$ cat config.mk
export PLATFORM = sky130hd
export DESIGN_NAME = switch_input_port
export DESIGN_NICKNAME = d
export VERILOG_FILES = /design/src/rtl/switch_input_port.sv
export SDC_FILE = /design/constraint.sdc
export NUM_CORES = 1
export LEC_CHECK = 0
export BUFFER_PORTS_ARGS = -buffer_cell sky130_fd_sc_hd__buf_2
export CAP_MARGIN = 15
export CORE_MARGIN = 10
export CORE_UTILIZATION = 34
export CTS_BUF_LIST = sky130_fd_sc_hd__clkbuf_8
export DETAILED_ROUTE_END_ITERATION = 8
export GPL_TIMING_DRIVEN = 0
export PLACE_DENSITY = 0.5
export SYNTH_ARGS = -nofsm -noshare
export SYNTH_HDL_FRONTEND = slang
export SYNTH_SLANG_ARGS = --single-unit
export TNS_END_PERCENT = 30
$ cat constraint.sdc
create_clock -name clk -period 3.65 [get_ports clk]
set_input_delay 0.365 -clock clk [delete_from_list [all_inputs] [get_ports clk]]
set_output_delay 0.365 -clock clk [all_outputs]
set_load 0.005 [all_outputs]
$ cat src/rtl/switch_input_port.sv
// Switch ingress port. Buffers one whole packet from the byte-serial input,
// decodes the destination from byte 0, then forwards the packet over a valid/ready stream.
module switch_input_port #(
  parameter int unsigned DEPTH     = 32,
  parameter int unsigned NUM_PORTS = 4
) (
  input  logic                 clk,
  input  logic                 rst_n,
  input  logic [7:0]           data_in,
  input  logic                 sw_enable_in,
  output logic                 read_out,
  output logic [7:0]           out_data,
  output logic                 out_valid,
  input  logic                 out_ready,
  output logic                 out_last,
  output logic [NUM_PORTS-1:0] out_port,
  output logic                 pkt_err,
  output logic [15:0]          pkt_cnt
);

  localparam int unsigned AW = $clog2(DEPTH);
  localparam int unsigned LW = AW + 1;
  localparam int unsigned PW = $clog2(NUM_PORTS);
  localparam logic [NUM_PORTS-1:0] PORT_ONE = NUM_PORTS'(1);

  typedef enum logic [1:0] {IDLE, RECV, SEND, OVF} state_t;

  state_t        state;
  logic          en_q;
  logic          start;
  logic [LW-1:0] len;
  logic [AW-1:0] rd_ptr;
  logic [7:0]    pkt_buf [DEPTH];
  logic          wr_en;
  logic [AW-1:0] wr_addr;

  assign start = sw_enable_in & ~en_q;

  // Byte 0 goes to address 0 on the rising edge; later bytes land at the current length.
  always_comb begin
    wr_en   = 1'b0;
    wr_addr = '0;
    if (state == IDLE && start) begin
      wr_en   = 1'b1;
      wr_addr = '0;
    end else if (state == RECV && sw_enable_in && len != LW'(DEPTH)) begin
      wr_en   = 1'b1;
      wr_addr = len[AW-1:0];
    end
  end

  always_ff @(posedge clk) begin
    if (wr_en) pkt_buf[wr_addr] <= data_in;
  end

  always_ff @(posedge clk or negedge rst_n) begin
    if (!rst_n) begin
      state     <= IDLE;
      en_q      <= 1'b0;
      len       <= '0;
      rd_ptr    <= '0;
      read_out  <= 1'b0;
      out_data  <= '0;
      out_valid <= 1'b0;
      out_last  <= 1'b0;
      out_port  <= '0;
      pkt_err   <= 1'b0;
      pkt_cnt   <= '0;
    end else begin
      en_q    <= sw_enable_in;
      pkt_err <= 1'b0;
      case (state)
        IDLE: begin
          if (start) begin
            len   <= LW'(1);
            state <= RECV;
          end
        end
        RECV: begin
          if (sw_enable_in) begin
            if (len == LW'(DEPTH)) begin
              state    <= OVF;
              pkt_err  <= 1'b1;
              read_out <= 1'b1;
            end else begin
              len <= len + LW'(1);
            end
          end else if (len < LW'(3)) begin
            pkt_err <= 1'b1;
            len     <= '0;
            state   <= IDLE;
          end else begin
            out_port  <= PORT_ONE << pkt_buf[0][PW-1:0];
            out_data  <= pkt_buf[0];
            out_valid <= 1'b1;
            out_last  <= 1'b0;
            rd_ptr    <= '0;
            read_out  <= 1'b1;
            state     <= SEND;
          end
        end
        SEND: begin
          if (start) pkt_err <= 1'b1;
          // out_valid is always high here, so out_ready alone is the handshake.
          if (out_ready) begin
            if (out_last) begin
              pkt_cnt   <= pkt_cnt + 16'd1;
              out_valid <= 1'b0;
              out_last  <= 1'b0;
              out_port  <= '0;
              read_out  <= 1'b0;
              len       <= '0;
              state     <= IDLE;
            end else begin
              rd_ptr   <= rd_ptr + AW'(1);
              out_data <= pkt_buf[rd_ptr + AW'(1)];
              out_last <= (LW'(rd_ptr) + LW'(2) == len);
            end
          end
        end
        OVF: begin
          if (start) pkt_err <= 1'b1;
          if (!sw_enable_in) begin
            len      <= '0;
            read_out <= 1'b0;
            state    <= IDLE;
          end
        end
        default: state <= IDLE;
      endcase
    end
  end

endmodule

# Yosys cells after proc, flatten, opt, wreduce, memory -nomap -nowiden
# Memories as Yosys holds them, arrays and structs flattened.
# Cells that the tools add are included.
# totals
register_bits	46
ramBits	256
in_bits	12
output_inout_bits	32
wordCells	107
memories	1
# classes
add_sub_neg	4
n_lt_le_gt_ge	1
n_eq_ne	17
shift	1
muxes	56
bitwise	2
n_reduce_logical	14
# memory_table
memory	depth	width	read_ports	rd_clocked_by_memory_dff	write_ports	line_no	source
pkt_buf	32	8	2	0	1	33	logic [7:0] pkt_buf [DEPTH];
# ops
op	n
6-bit two-way mux	7
8-bit two-way mux	4
5-bit two-way mux	6
6-bit one-hot mux with 4 select lines	1
1-bit two-way mux	19
16-bit by 1-bit adder with 16-bit output (second input constant)	1
4-bit two-way mux	4
8-bit one-hot mux with 2 select lines	1
5-bit AND reduction	3
2-bit two-way mux	7
2-bit inequality test (second input constant)	7
6-bit AND reduction	2
5-bit one-hot mux with 2 select lines	1
2-bit one-hot mux with 4 select lines	1
4-bit one-hot mux with 2 select lines	1
5-bit by 2-bit adder with 6-bit output (second input constant)	1
6-bit by 1-bit adder with 6-bit output (second input constant)	1
6-bit == test	1
6-bit == test (second input constant)	1
6-bit by 2-bit less-than comparator with 1-bit output (second input constant)	1
3-bit by 2-bit inequality test with 1-bit output (second input constant)	2
3-bit inequality test (second input constant)	2
6-bit inequality test (second input constant)	1
1-bit one-hot mux with 2 select lines	3
14 further kinds	17

# Longest topological paths before layout
# logic_depth
depth_word	7
mapped_depth	8
mapped_depth_nobuf	6

# Least setup slack after synthesis
# Ideal clock, no wire load.
# synth_path
kind	reg2reg
startpoint	register len[0]
endpoint	memory pkt_buf[14][0], enable pin
setup_time_ns	0.370
t_arrival_ns	2.163
t_required_ns	3.280
slack_ns	1.117
stages_incl_launch_ff	8
path_buffers	2
synth_period_minus_slack_ns	2.533
cell_sequence	dfrtp_1 -> clkbuf_1 -> inv_1 -> ha_1 -> a31o_2 -> or4_1 -> clkbuf_1 -> nor2_1
# synth_between
elab_chain_cells	6
word_cells_on_any_way	8
classes_between	eq/ne: 1; mux: 6; reduce/logical: 1
# synth_rtl
element	line_no	source
from (decl)	31	logic [LW-1:0] len;
from (signal assigned)	86	len <= len + LW'(1);
6-bit inequality test	46	end else if (state == RECV && sw_enable_in && len != LW'(DEPTH)) begin
1-bit logical AND	46	
1-bit two-way mux	46	
1-bit two-way mux	43	if (state == IDLE && start) begin
1-bit two-way mux	53	if (wr_en) pkt_buf[wr_addr] <= data_in;
1-bit two-way mux (not written as such)	53	
to (decl)	33	
# Parallel ways exist; a longest one is shown, timed or not.

# Worst setup path after layout
# layout_path
startpoint	register len[0]
endpoint	memory pkt_buf[2][1], enable pin
# The elaborated chain is that of the path after synthesis.

==> metrics.txt <==
type of destination of the critical path=flop; WL final=between 20000 and 30000 um; CP Cell Sequence=clkbuf_1, inv_1, ha_1, a31o_2, or4_1, clkbuf_1, nor2_1; netlist area before placement=roughly 12000 um2; nets in the synthesized netlist=around 700; final period demand of the worst path=3.42 ns; biggest fanout along the worst timing path=8; library cell appearing most often on the critical path=sky130_fd_sc_hd__clkbuf_1; worst slew pin tran=~1.1 ns; family with the most delay on the worst path=simple AND/OR/NAND/NOR gates; half-perimeter wire length after detailed placement=around 20000 um; class of the tightest hold or removal check=input port to async pin; I/O pin count=between 40 and 50; Routability Congestion=between 0.8 and 0.9; setup fix buffers added after clock tree synthesis=0; Overall Power=between 9 and 10 mW; Vert. Die Dim=about 210 um; final count of pins violating max slew=0; share of flip-flops with an asynchronous set or reset=15.2%; first-pass GRT wire length=between 40000 and 50000 um; most numerous cell types in the synthesized netlist=sky130_fd_sc_hd__edfxtp_1, sky130_fd_sc_hd__mux4_2, sky130_fd_sc_hd__nor2_1; headroom to the max-slew limit=between 20% and 30%; element type at the critical path start=flop; Clock Latency Late Sink=between 0.5 and 0.6 ns; die area=roughly 44000 um2; number of standard-cell rows in the floorplan=69; clock-pin transition on the worst setup and hold timing paths=approximately 0.070 ns; portion of synthesized cell area occupied by the leading cell type=62.5%; unrepaired setup endpoints after global routing=no; sequential fraction of the synthesis area=71.9%; critical path start-end classification=flop to flop; Via-to-Cell Ratio=5.19; Num Clock Sinks=just over 300; count of port buffers added during placement=43; fraction of final layout cells with drive strength greater than 1=25.2%; Peak VDD IR=0.259 mV; Primary FF master, synth=sky130_fd_sc_hd__edfxtp_1; cts bufs inserted=52; violation count after the first detailed-routing iteration=around 530; max cap viols=0; gate count after technology mapping=681; cell taking the most area after synthesis=sky130_fd_sc_hd__edfxtp_1; aggregate negative setup slack=0 ns; Final Skew=0.0405 ns; drt drc=0; starting density of the core=around a third; Crit-path slowest cell=sky130_fd_sc_hd__nor2_1; # diodes=0; number of vias in the routed layout=6635; buffers from clock root to sink, at most=3; number of nets with antenna violations after detailed routing=0; signal arrival time at the worst endpoint=about 3.6 ns; count of H-tree levels built during CTS=2; pin count of the biggest net entering global routing=47; required time at the worst-slack endpoint=approximately 3.8 ns; routed wire length per instance=between 20 and 25 um; post-synthesis cell type count=between 50 and 60; leftover overflow at the end of global routing=0; total track usage=a little over an eighth; register bit total from synthesis=between 300 and 400; Leakage Power=4.84 nW; Post-synth EDFFs=~260; largest incremental delay on the critical path=approximately 0.85 ns; buffering stage count on the worst path with inverters included=3; Cell Pwr Density=705 nW/um2; clock tree from TritonCTS=yes; upper clock frequency limit=293 MHz; antenna violations before repair=1; most frequent cell after synthesis=sky130_fd_sc_hd__edfxtp_1; Horiz. Die Dim=roughly 210 um; nets=~800; outcome=completed; Final period util=93.6%; CTS root buf=sky130_fd_sc_hd__clkbuf_8; Area contributors post-synth=sky130_fd_sc_hd__edfxtp_1, sky130_fd_sc_hd__mux4_2, sky130_fd_sc_hd__dfrtp_1, sky130_fd_sc_hd__nor2_1, sky130_fd_sc_hd__nand2_1; post-synthesis to final-layout area growth=14.5%; number of global-route vias before repair=7122; Pre-Repair DR Iteration Count=6; final-report setup violation count=0; core area=around 36000 um2; Hold Violations, Final=0; average size of a mapped cell=about 18 um2; count of synthesis-stage warnings from yosys=0
cell type report:
type / instances / area [um2]
Clock buffer: 54 / 743
Timing Repair Buffer: 46 / 255
Sequential cell: 302 / 8840
Clock inverter: 36 / 201
Multi-Input combinational cell: 336 / 3230
Buffer: 31 / 178
Fill cell: 3284 / 21600
Tap cell: 461 / 577
Inverter: 12 / 45.0
routing by layer:
metal | vias up | track usage, % | wire, um
met4 | 0 | 4.40 | 697
met3 | 47 | 3.59 | 2040
met2 | 228 | 21.9 | 14200
met1 | 3439 | 17.3 | 12700
met5 | - | 0 | 0
li1 | 2921 | - | -
metrics by stage:
stage	setup WS, ns	util, %	std cells	hold slack [ns]	instance area, um2
after floorplan	1.12	-	681	0.0694	12300
after global placement	0.297	36.7	1185	0.453	13100
after detailed placement	0.298	36.7	1185	0.469	13100
after CTS	0.260	39.4	1277	0.155	14000
after global routing	0.121	39.5	1278	0.180	14100
final	0.232	39.5	1278	0.182	14100
placed cells by master (no fill, tap or decap), types with 11 or more instances in the layout:
master and instances:
sky130_fd_sc_hd__nor2_1 51, sky130_fd_sc_hd__clkbuf_8 54, sky130_fd_sc_hd__o21ai_0 18, sky130_fd_sc_hd__buf_2 50, sky130_fd_sc_hd__mux4_2 73, sky130_fd_sc_hd__a21oi_1 15, sky130_fd_sc_hd__nand2_1 37, sky130_fd_sc_hd__xnor2_1 15
sky130_fd_sc_hd__inv_1 30, sky130_fd_sc_hd__edfxtp_1 256, sky130_fd_sc_hd__dfrtp_1 46, sky130_fd_sc_hd__clkbuf_1 15, sky130_fd_sc_hd__nand3_1 17, sky130_fd_sc_hd__and3_1 11
cells by family (layout without fill, tap and decap cells):
group	Yosys count	after routing	share of synthesized area, %
xor gates and xnor gates	24	24	1.71
DFF	302	302	71.9
buffers and inverters	43	179	1.81
and+or+nand+nor	155	155	6.05
adders and majority gates	5	5	0.509
AOI/OAI and AO/OA	68	68	3.69
muxes	84	84	14.3
worst register-to-register path, cell delays in order, from the launching register on:
cell,delay (ns)
sky130_fd_sc_hd__dfrtp_1,0.34
sky130_fd_sc_hd__clkbuf_1,0.30
sky130_fd_sc_hd__inv_1,0.14
sky130_fd_sc_hd__ha_1,0.27
sky130_fd_sc_hd__a31o_2,0.27
sky130_fd_sc_hd__or4_1,0.47
sky130_fd_sc_hd__clkbuf_1,0.37
sky130_fd_sc_hd__nor2_1,0.85
final timing paths:
kind | start | end | slack, ns | depth (start not counted)
worst max register to register | len[0] | pkt_buf[2][1] | 0.23 | 7
min in group clk | out_ready | out_last | 0.20 | 4
worst min register to register | out_port[1] | out_port[1] | 0.48 | 2
worst min-delay path | rst_n | en_q | 0.18 | 2
worst max-delay path | len[0] | pkt_buf[2][1] | 0.23 | 7
max in group asynchronous | rst_n | pkt_cnt[9] | 2.96 | 3
where the power goes:
group | switching, mW | internal (mW) | leakage, nW
clock | 1.29 | 1.50 | 0.554
combinational | 1.71 | 1.42 | 1.38
sequential | 0.120 | 3.88 | 2.91
total | 3.12 | 6.80 | 4.84
repair_timing:
item                                    in CTS  in global routing
resized for setup                            0                  0
hold buffers                                 2                  0
hold endpoints to repair                    36                  0
endpoints found under the setup margin       0                  0
state kept, by name, indices dropped and copies added, names as in the netlist:
signal and flops:
en_q 1, pkt_cnt 16, read_out 1, len 6, rd_ptr 5, out_data 8
pkt_buf 256, out_last 1, out_valid 1, out_port 4, state 2, pkt_err 1
Note: power is estimated with default switching activity, not from simulation.
